===== src/rtl/mem_ctrl.sv =====
// mem_ctrl: shares one byte-wide RAM port between instruction fetch and the MEM stage.
// Latency: request cycle to done pulse is 6 (word read), 4 (half read), 3 (byte read), 5 (word write), 2 (byte write).
// Backpressure: rdy=0 freezes all state and masks ram_wr/done; requesters hold their request until done.
//
// Ports:
//   clk, rst (sync, active-low), rdy (global freeze when 0)
//   if_req/if_addr/if_flush -> if_done/if_inst      : instruction fetch, always a 32-bit word
//   ma_re/ma_we/ma_width/ma_addr/ma_wdata -> ma_done/ma_rdata : loads/stores of byte/half/word
//   ram_din <- RAM read byte (valid the rdy cycle after its address)
//   ram_a/ram_dout/ram_wr -> RAM byte port
//   if_stall_req/ma_stall_req -> pipeline stall bus
module mem_ctrl #(
    parameter int MEM_PRIORITY = 1,
    parameter int ADDR_WIDTH   = 32
) (
    input  logic                  clk,
    input  logic                  rst,
    input  logic                  rdy,
    input  logic                  if_req,
    input  logic [ADDR_WIDTH-1:0] if_addr,
    input  logic                  if_flush,
    output logic                  if_done,
    output logic [31:0]           if_inst,
    input  logic                  ma_re,
    input  logic                  ma_we,
    input  logic [2:0]            ma_width,
    input  logic [ADDR_WIDTH-1:0] ma_addr,
    input  logic [31:0]           ma_wdata,
    output logic                  ma_done,
    output logic [31:0]           ma_rdata,
    input  logic [7:0]            ram_din,
    output logic [ADDR_WIDTH-1:0] ram_a,
    output logic [7:0]            ram_dout,
    output logic                  ram_wr,
    output logic                  if_stall_req,
    output logic                  ma_stall_req
);

    typedef enum logic [1:0] {
        IDLE  = 2'd0,
        ISSUE = 2'd1,
        LAST  = 2'd2,
        DONE  = 2'd3
    } state_t;

    state_t                state;
    logic                  owner_ma;   // 1 = MEM stage owns the port, 0 = IF
    logic [ADDR_WIDTH-1:0] base;
    logic [1:0]            n_m1;       // transfer length minus one (0, 1 or 3)
    logic [1:0]            cnt;
    logic                  is_wr;
    logic                  uns;
    logic [31:0]           wdata_q;
    logic [31:0]           rbuf;
    logic [ADDR_WIDTH-1:0] ram_a_q;
    logic [7:0]            ram_dout_q;
    logic                  ram_wr_q;
    logic [31:0]           if_inst_q;
    logic [31:0]           ma_rdata_q;

    // ------------------------------------------------------------------
    // Arbitration and request decode
    // ------------------------------------------------------------------
    logic       ma_req;
    logic       if_ok;
    logic       take_ma;
    logic       take_if;
    logic [1:0] ma_n_m1;

    assign ma_req = ma_re | ma_we;
    // A fetch raised together with a redirect is stale and must not start.
    assign if_ok  = if_req & ~if_flush;

    always_comb begin
        take_ma = 1'b0;
        if (ma_req) begin
            if (MEM_PRIORITY != 0) take_ma = 1'b1;
            else                   take_ma = ~if_ok;
        end
    end

    assign take_if = if_ok & ~take_ma;

    always_comb begin
        case (ma_width[1:0])
            2'b00:   ma_n_m1 = 2'd0;
            2'b01:   ma_n_m1 = 2'd1;
            default: ma_n_m1 = 2'd3;   // 10 and the reserved 11 both mean word
        endcase
    end

    // Flush only ever cancels an IF-owned transaction; IDLE never reaches here.
    logic flush_if;
    assign flush_if = if_flush & ~owner_ma;

    // ------------------------------------------------------------------
    // Byte counter helpers
    // ------------------------------------------------------------------
    logic [1:0] cnt_m1;
    logic [1:0] cnt_p1;
    assign cnt_m1 = cnt - 2'd1;
    assign cnt_p1 = cnt + 2'd1;

    // ------------------------------------------------------------------
    // Load extension from the fully assembled buffer (used in DONE)
    // ------------------------------------------------------------------
    logic [31:0] ld_ext;
    always_comb begin
        ld_ext = rbuf;
        case (n_m1)
            2'd0:    ld_ext = {{24{~uns & rbuf[7]}},  rbuf[7:0]};
            2'd1:    ld_ext = {{16{~uns & rbuf[15]}}, rbuf[15:0]};
            default: ld_ext = rbuf;
        endcase
    end

    // ------------------------------------------------------------------
    // Main FSM: all state and RAM-side outputs are registered here
    // ------------------------------------------------------------------
    always_ff @(posedge clk) begin
        if (!rst) begin
            state      <= IDLE;
            owner_ma   <= 1'b0;
            base       <= '0;
            n_m1       <= 2'd0;
            cnt        <= 2'd0;
            is_wr      <= 1'b0;
            uns        <= 1'b0;
            wdata_q    <= '0;
            rbuf       <= '0;
            ram_a_q    <= '0;
            ram_dout_q <= '0;
            ram_wr_q   <= 1'b0;
            if_inst_q  <= '0;
            ma_rdata_q <= '0;
        end else if (rdy) begin
            case (state)
                IDLE: begin
                    if (take_ma || take_if) begin
                        owner_ma   <= take_ma;
                        base       <= take_ma ? ma_addr : if_addr;
                        n_m1       <= take_ma ? ma_n_m1 : 2'd3;
                        // re+we together is a store
                        is_wr      <= take_ma & ma_we;
                        uns        <= take_ma & ma_width[2];
                        wdata_q    <= ma_wdata;
                        cnt        <= 2'd0;
                        rbuf       <= '0;
                        // First byte address/data presented in the first ISSUE cycle
                        ram_a_q    <= take_ma ? ma_addr : if_addr;
                        ram_dout_q <= ma_wdata[7:0];
                        ram_wr_q   <= take_ma & ma_we;
                        state      <= ISSUE;
                    end
                end

                ISSUE: begin
                    if (flush_if) begin
                        ram_a_q  <= '0;
                        ram_wr_q <= 1'b0;
                        state    <= IDLE;
                    end else begin
                        // RAM data lags its address by one cycle, so the byte
                        // arriving now belongs to the previous counter value.
                        if (!is_wr && cnt != 2'd0)
                            rbuf[{cnt_m1, 3'b000} +: 8] <= ram_din;
                        if (cnt == n_m1) begin
                            ram_a_q    <= '0;
                            ram_dout_q <= '0;
                            ram_wr_q   <= 1'b0;
                            state      <= is_wr ? DONE : LAST;
                        end else begin
                            cnt        <= cnt_p1;
                            ram_a_q    <= base + ADDR_WIDTH'(cnt_p1);
                            ram_dout_q <= wdata_q[{cnt_p1, 3'b000} +: 8];
                        end
                    end
                end

                LAST: begin
                    if (flush_if) begin
                        state <= IDLE;
                    end else begin
                        rbuf[{n_m1, 3'b000} +: 8] <= ram_din;
                        state <= DONE;
                    end
                end

                DONE: begin
                    // Results are latched only on a real done so that a
                    // flushed fetch leaves if_inst untouched.
                    if (owner_ma && !is_wr)
                        ma_rdata_q <= ld_ext;
                    if (!owner_ma && !if_flush)
                        if_inst_q <= rbuf;
                    state <= IDLE;
                end

                default: state <= IDLE;
            endcase
        end
    end

    // ------------------------------------------------------------------
    // Outputs
    // ------------------------------------------------------------------
    logic in_done;
    assign in_done = rdy && (state == DONE);

    assign if_done  = in_done & ~owner_ma & ~if_flush;
    assign ma_done  = in_done &  owner_ma;

    // The done-cycle value is shown directly; the registered copy holds it afterwards.
    assign if_inst  = if_done ? rbuf : if_inst_q;
    assign ma_rdata = (ma_done && !is_wr) ? ld_ext : ma_rdata_q;

    assign ram_a    = ram_a_q;
    assign ram_dout = ram_dout_q;
    assign ram_wr   = ram_wr_q & rdy;

    assign if_stall_req = if_req & ~if_done;
    assign ma_stall_req = (ma_re | ma_we) & ~ma_done;

endmodule


===== config.mk =====
export PLATFORM = sky130hd
export DESIGN_NAME = mem_ctrl
export DESIGN_NICKNAME = d
export VERILOG_FILES = /design/src/rtl/mem_ctrl.sv
export SDC_FILE = /design/constraint.sdc
export NUM_CORES = 1
export LEC_CHECK = 0
export CORE_AREA = 5 5 215 217
export CTS_CLUSTER_SIZE = 16
export DETAILED_ROUTE_END_ITERATION = 16
export DIE_AREA = 0 0 220 222
export SETUP_SLACK_MARGIN = 0.4
export SLEW_MARGIN = 20
export SYNTH_ARGS = -nofsm -noshare
export SYNTH_HDL_FRONTEND = slang
export SYNTH_SLANG_ARGS = --single-unit

===== constraint.sdc =====
create_clock -name clk -period 3.3 [get_ports clk]
set_clock_uncertainty 0.15 [all_clocks]
set_input_delay 0.66 -clock clk [delete_from_list [all_inputs] [get_ports clk]]
set_output_delay 0.66 -clock clk [all_outputs]
set_load 0.02 [all_outputs]

==> results of run 1 <==
-- what timing repair did --
action	CTS	global route
buffers inserted	11	4
endpoints found under the setup margin	72	72
gates cloned	1	0
pin swaps	1	2
gates resized for setup	336	32
-- cells in the mapped netlist (3+ instances only) --
master     number  share of area
a211oi_1       37          0.026
a21oi_1       115          0.053
a22o_1          9         0.0073
a22oi_1        36          0.025
a31oi_1         3         0.0017
and2_1         55          0.032
and4_1          5         0.0040
buf_1           5         0.0017
buf_2          36          0.017
buf_4           6         0.0041
clkbuf_1       55          0.019
dfxtp_1       210           0.39
ha_1           20          0.023
inv_1          54          0.019
mux2_1          6         0.0062
mux2_2         34          0.035
mux2i_1        40          0.037
mux4_2          8          0.017
nand2_1       117          0.040
nand3_1        38          0.018
nand4_1        13         0.0075
nor2_1        123          0.043
nor2b_1        15         0.0086
nor3_1         24          0.011
nor3_2          3         0.0028
nor4_1         11         0.0063
o21a_1          4         0.0028
o21ai_0        97          0.045
o21ai_1        15         0.0069
o22ai_1         8         0.0046
o2bb2ai_1      42          0.034
o31a_1          9         0.0073
xnor2_1        12         0.0097
-- metal layers --
layer  wire length [microns]  global-route usage  up-vias
met5                      41                   0        -
met2                   17900               0.248      312
met4                     593              0.0310        6
li1                        -                   -     5114
met1                   15800               0.184     4881
met3                    2660              0.0388       52
-- cell families after synthesis --
| kind of cell | count (synthesis) | synth area share |
|---|---|---|
| adder cells (fa/ha/maj) | 21 | 0.0249 |
| AND/OR/NAND/NOR | 425 | 0.189 |
| buffers and inverters | 159 | 0.0620 |
| XOR/XNOR | 16 | 0.0143 |
| AO/OA/AOI/OAI | 390 | 0.227 |
| multiplexers | 88 | 0.0950 |
| flip-flops | 210 | 0.387 |
-- sequential cells by signal (all words and copies together) (netlist names), 2 cells and up --
name / count
base: 32
cnt: 2
if_inst_q: 32
ma_rdata_q: 32
n_m1: 2
ram_a: 32
ram_dout: 8
rbuf: 32
state: 2
wdata_q: 32
-- power breakdown --
part,internal [uW],total (uW),switching [uW]
clock network,2120,3270,1150
registers,2660,2770,104
logic,503,1140,640
-- through the flow --
| step | utilization | cell area (sq um) | power (uW) | hold WS (ns) |
|---|---|---|---|---|
| 3_5_place_dp | 0.320 | 14000 | 3930 | 0.296 |
| 3_3_place_gp | 0.320 | 14000 | 3920 | 0.290 |
| 5_1_grt | 0.347 | 15200 | 7510 | 0.325 |
| 4_1_cts | 0.343 | 15100 | 7260 | 0.304 |
| 6_report | 0.347 | 15300 | 7180 | 0.304 |
| 2_1_floorplan | - | 10900 | 3420 | 0.283 |
-- placed cells by master (no fill, tap or decap), types with 9 or more instances in the layout --
cell / count
nand2_1: 116
a21oi_2: 19
inv_1: 50
mux2_2: 29
xnor2_1: 12
buf_2: 37
buf_12: 14
a211oi_1: 37
and2_1: 55
o2bb2ai_1: 42
o21ai_1: 16
clkbuf_16: 27
nor2_1: 122
a22o_1: 9
buf_6: 11
a22oi_1: 36
nor3_1: 24
dfxtp_1: 204
nor2b_1: 14
mux2_4: 11
a21oi_1: 89
nand3_1: 37
clkdlybuf4s50_1: 152
buf_4: 79
ha_1: 15
o21ai_0: 96
nand4_1: 13
nor4_1: 11
o31a_1: 9
mux2i_1: 40
-- path summary, 6_finish.rpt --
| path | startpoint | end | slack, ns | cells past startpoint |
|---|---|---|---|---|
| setup / recovery | state[1] | ma_rdata[28] | 0.35 | 9 |
| hold reg to reg | wdata_q[14] | wdata_q[14] | 0.30 | 2 |
| hold / removal | wdata_q[14] | wdata_q[14] | 0.30 | 2 |
| setup reg to reg | cnt[1] | ram_a[20] | 0.52 | 9 |
-- area by class of cell --
cell class / count / area [sq um]
inverters: 55 / 210
repair buffers: 300 / 2790
multi-input cells: 940 / 6290
clock inverters: 12 / 219
diodes: 4 / 10.0
clock buffers: 36 / 779
well taps: 592 / 741
fillers: 4622 / 28700
flip-flops and latches: 210 / 4210
-- worst register-to-register path: stages (launching register included) --
cell     delay (ns)
dfxtp_1        0.33
inv_1          0.13
ha_4           0.32
inv_1          0.06
fa_1           0.44
and3b_2        0.37
nand4_1        0.26
o31a_1         0.35
o21ai_1        0.17
a21oi_1        0.09
==> results_dict.tcl, run 1 <==
set metrics [dict create \
    status "completed" \
    fin_crit_sh 0.895 \
    max_freq_ghz 0.338 \
    numPortBuffers 222 \
    drcViolationCount 0 \
    p_leak_uw 0.00557 \
    clock_path_buffers 3 \
    cp_slowest_cell "dfxtp_2" \
    synth_cell_type_count 67 \
    cp.required_ns 2.49 \
    vias_per_cell 4.82 \
    hold_buffers 0 \
    synth_nets 1444 \
    die_x_microns 220 \
    finalMaxSlewViolations 0 \
    wl_per_cell_microns 17.2 \
    cts_tree "done" \
    dp_cells 2081 \
    async_flop_share 0 \
    hp-class "reg2reg" \
    yosys_most_used_dff "dfxtp_1" \
    tightest_slew_ns 0.776 \
    ys_warn_count 0 \
    gp_congestion 0.848 \
    postSynthCellCount 1309 \
    antenna_found_initial 7 \
    crit_chain "ha_4 > and3_4 > nor2b_4 > buf_12 > nand2_4 > buf_12 > a21oi_2 > nor2_1 > buf_2" \
    finalCriticalPeriod_ns 2.95 \
    area_growth_pct 40.5 \
    rsz0062_at_grt "true" \
    path_common_cell "buf_12" \
    grt_pass1_vias 10300 \
    critPathBufInv 3 \
    arrival_ns 2.14 \
    powerDensity_mw_per_mm2 471 \
    grt_pass1_wl_microns 57800 \
    cts-root-buf "clkbuf_16" \
    ys_ff_latch 210 \
    path_clk_slew_ns 0.06 \
    hold_viol 0 \
    path_class "reg2out" \
    die_h_microns 222 \
    hpwl_microns 26800 \
    synth.yosys.seq_area_share 0.387 \
    vdd_drop_max_uv 283 \
    cts-buffers-inserted 27 \
    die_area_sq_mm 0.0488 \
    start_util 0.247 \
    syn_area_per_cell_sq_um 8.29 \
    wl_microns 37000 \
    relSlewSlack 0.479 \
    drive_gt1_frac 0.195 \
    layout_setup_ws_ns 0.346 \
    h-tree-depth 1 \
    critical_path.top_delay_family "buffers and inverters" \
    critPathCaptureType "primary output" \
    ios 223 \
    nets 1669 \
    gr-total-overflow 0 \
    final_cell_count_no_fill 2149 \
    ant_nets 0 \
    grt_max_degree 49 \
    drv_cap 0 \
    place_ws_ns -0.271 \
    synth_edf_count 0 \
    fin_tns_setup_ns 0 \
    insertion_delay_ns 0.55 \
    startpoint_type "flop" \
    core_area_sq_mm 0.0439 \
    cpPeakStageDelay_ns 0.36 \
    path_max_fanout 8 \
    setup-violations-final 0 \
    drtIter0Drc 744 \
    rows 77 \
    grt_usage 0.145 \
    cts.sinks 210 \
    vias 10400 \
    synth.cell_area_sq_mm 0.0109 \
    dr.pass1.iters 5 \
]
Note: power is estimated with default switching activity, not from simulation.
==> inputs of run 2 (changes only) <==
--- a/config.mk
+++ b/config.mk
@@ -10,7 +10,7 @@
 export DETAILED_ROUTE_END_ITERATION = 16
 export DIE_AREA = 0 0 220 222
 export SETUP_SLACK_MARGIN = 0.4
-export SLEW_MARGIN = 20
+export SLEW_MARGIN = 25
 export SYNTH_ARGS = -nofsm -noshare
 export SYNTH_HDL_FRONTEND = slang
 export SYNTH_SLANG_ARGS = --single-unit
==> results of run 2 <==
The final DEF is identical to that of run 1; final timing and power are the same.
==> inputs of run 3 (changes only) <==
--- a/config.mk
+++ b/config.mk
@@ -6,6 +6,7 @@
 export NUM_CORES = 1
 export LEC_CHECK = 0
 export CORE_AREA = 5 5 215 217
+export CTS_BUF_LIST = sky130_fd_sc_hd__clkbuf_2 sky130_fd_sc_hd__clkbuf_4 sky130_fd_sc_hd__clkbuf_8
 export CTS_CLUSTER_SIZE = 16
 export DETAILED_ROUTE_END_ITERATION = 16
 export DIE_AREA = 0 0 220 222
==> results_dict.tcl, run 3 (same netlist as run 1, synthesis figures left out) <==
set metrics [dict create \
    status "completed" \
    area_growth_pct 45.7 \
    min_to "wdata_q[27]" \
    rsz0062_at_grt "true" \
    path_max_fanout 16 \
    drtIter0Drc 823 \
    grt_usage 0.149 \
    drcViolationCount 0 \
    numPortBuffers 222 \
    drive_gt1_frac 0.225 \
    hpwl_microns 26800 \
    wl_per_cell_microns 17.4 \
    grt_pass1_wl_microns 58900 \
    h-tree-depth 2 \
    vdd_drop_max_uv 212 \
    startpoint_type "flop" \
    dp_cells 2081 \
    cts-root-buf "clkbuf_8" \
    cts.sinks 210 \
    drv_cap 0 \
    most-common-layout-cells "dfxtp_1 (204), clkdlybuf4s50_1 (152), nand2_1 (115)" \
    cts-buffers-inserted 40 \
    arrival_ns 2.20 \
    insertion_delay_ns 0.58 \
    hold_path.startpoint "wdata_q[27]" \
    powerDensity_mw_per_mm2 437 \
    cts_tree "done" \
    vias_per_cell 4.80 \
    start_util 0.247 \
    hold_viol 0 \
    min_path_cells 2 \
    tightest_slew_ns 0.757 \
    dr.pass1.iters 5 \
    max_freq_ghz 0.333 \
    hp-class "reg2reg" \
    reg2regPathDepth 9 \
    clock_path_buffers 3 \
    antenna_found_initial 7 \
    setup-violations-final 0 \
    place_ws_ns -0.271 \
    nets 1698 \
    wl_microns 38100 \
    ant_nets 0 \
    fin_util 0.360 \
    path_clk_slew_ns 0.06 \
    die_x_microns 220 \
    fin_crit_sh 0.911 \
    relSlewSlack 0.492 \
    finalCriticalPeriod_ns 3.01 \
    r2r-end "ram_a[20]" \
    layout_setup_ws_ns 0.294 \
    path_class "reg2out" \
    final_cell_count_no_fill 2189 \
    fillCellCount 4556 \
    grt_pass1_vias 10600 \
    rows 77 \
    die_h_microns 222 \
    core_area_sq_mm 0.0439 \
    critPathCaptureType "primary output" \
    gp_congestion 0.848 \
    worstReg2RegStart "cnt[1]" \
    cp.required_ns 2.49 \
    final_common_cell "dfxtp_1" \
    die_area_sq_mm 0.0488 \
    ios 223 \
    vias 10500 \
    grt_max_degree 49 \
    startpoint "n_m1[0]" \
    p_leak_uw 0.00574 \
    finalMaxSlewViolations 0 \
    gr-total-overflow 0 \
    reg2reg_slack_ns 0.53 \
]
-- run 3: critical path, cell delays in order (launching register included) --
cell	delay [ns]
dfxtp_2	0.34
buf_4	0.17
ha_2	0.23
nor2_1	0.20
buf_12	0.28
a21oi_4	0.08
nor2_1	0.13
buf_4	0.17
-- run 3: worst max path at each step --
stage / endpoint / depth (start not counted)
after detailed placement: ma_rdata[28] / 9
after CTS: if_inst[21] / 7
after global routing: ma_rdata[19] / 9
after floorplan: ram_a[20] / 13
after global placement: ma_rdata[24] / 9
final: ma_rdata[28] / 7
-- run 3: per-layer routing --
metal / vias up / GRT usage / part of all wire
li1: 5167 / - / -
met1: 4946 / 0.185 / 0.42
met2: 337 / 0.252 / 0.48
met3: 62 / 0.0479 / 0.075
met4: 6 / 0.0362 / 0.019
met5: - / 0 / 0.00073
-- run 3: what timing repair did --
item,CTS,global route
resized for setup,418,81
buffers inserted,17,12
gates cloned,2,1
pin swaps,4,7
hold endpoints to repair,0,0
hold buffers,0,0
endpoints found under the setup margin,72,77
-- run 3: cell type report --
cell class | count | area (sq um) | area share
multi-input cells | 940 | 6520 | 0.412
flip-flops and latches | 210 | 4210 | 0.267
repair buffers | 316 | 3170 | 0.201
clock buffers | 62 | 803 | 0.0508
well taps | 592 | 741 | 0.0468
inverters | 55 | 213 | 0.0135
clock inverters | 11 | 143 | 0.00902
diodes | 3 | 7.51 | 0.000475
-- run 3: where the power goes --
part	leakage [uW]	internal (uW)	switching, uW
Clock	0.000480	1790	1200
Sequential	0.00171	2660	105
Combinational	0.00354	507	650
-- run 3: metrics by stage --
stage	area [sq um]	hold slack (ns)	TNS [ns]	total power, uW
floorplan	10900	0.283	0	3420
global placement	14000	0.290	-9.17	3920
finish	15800	0.306	0	6920
global route	15800	0.321	0	7260
CTS	15400	0.304	0	7010
detailed placement	14000	0.296	-11.63	3930
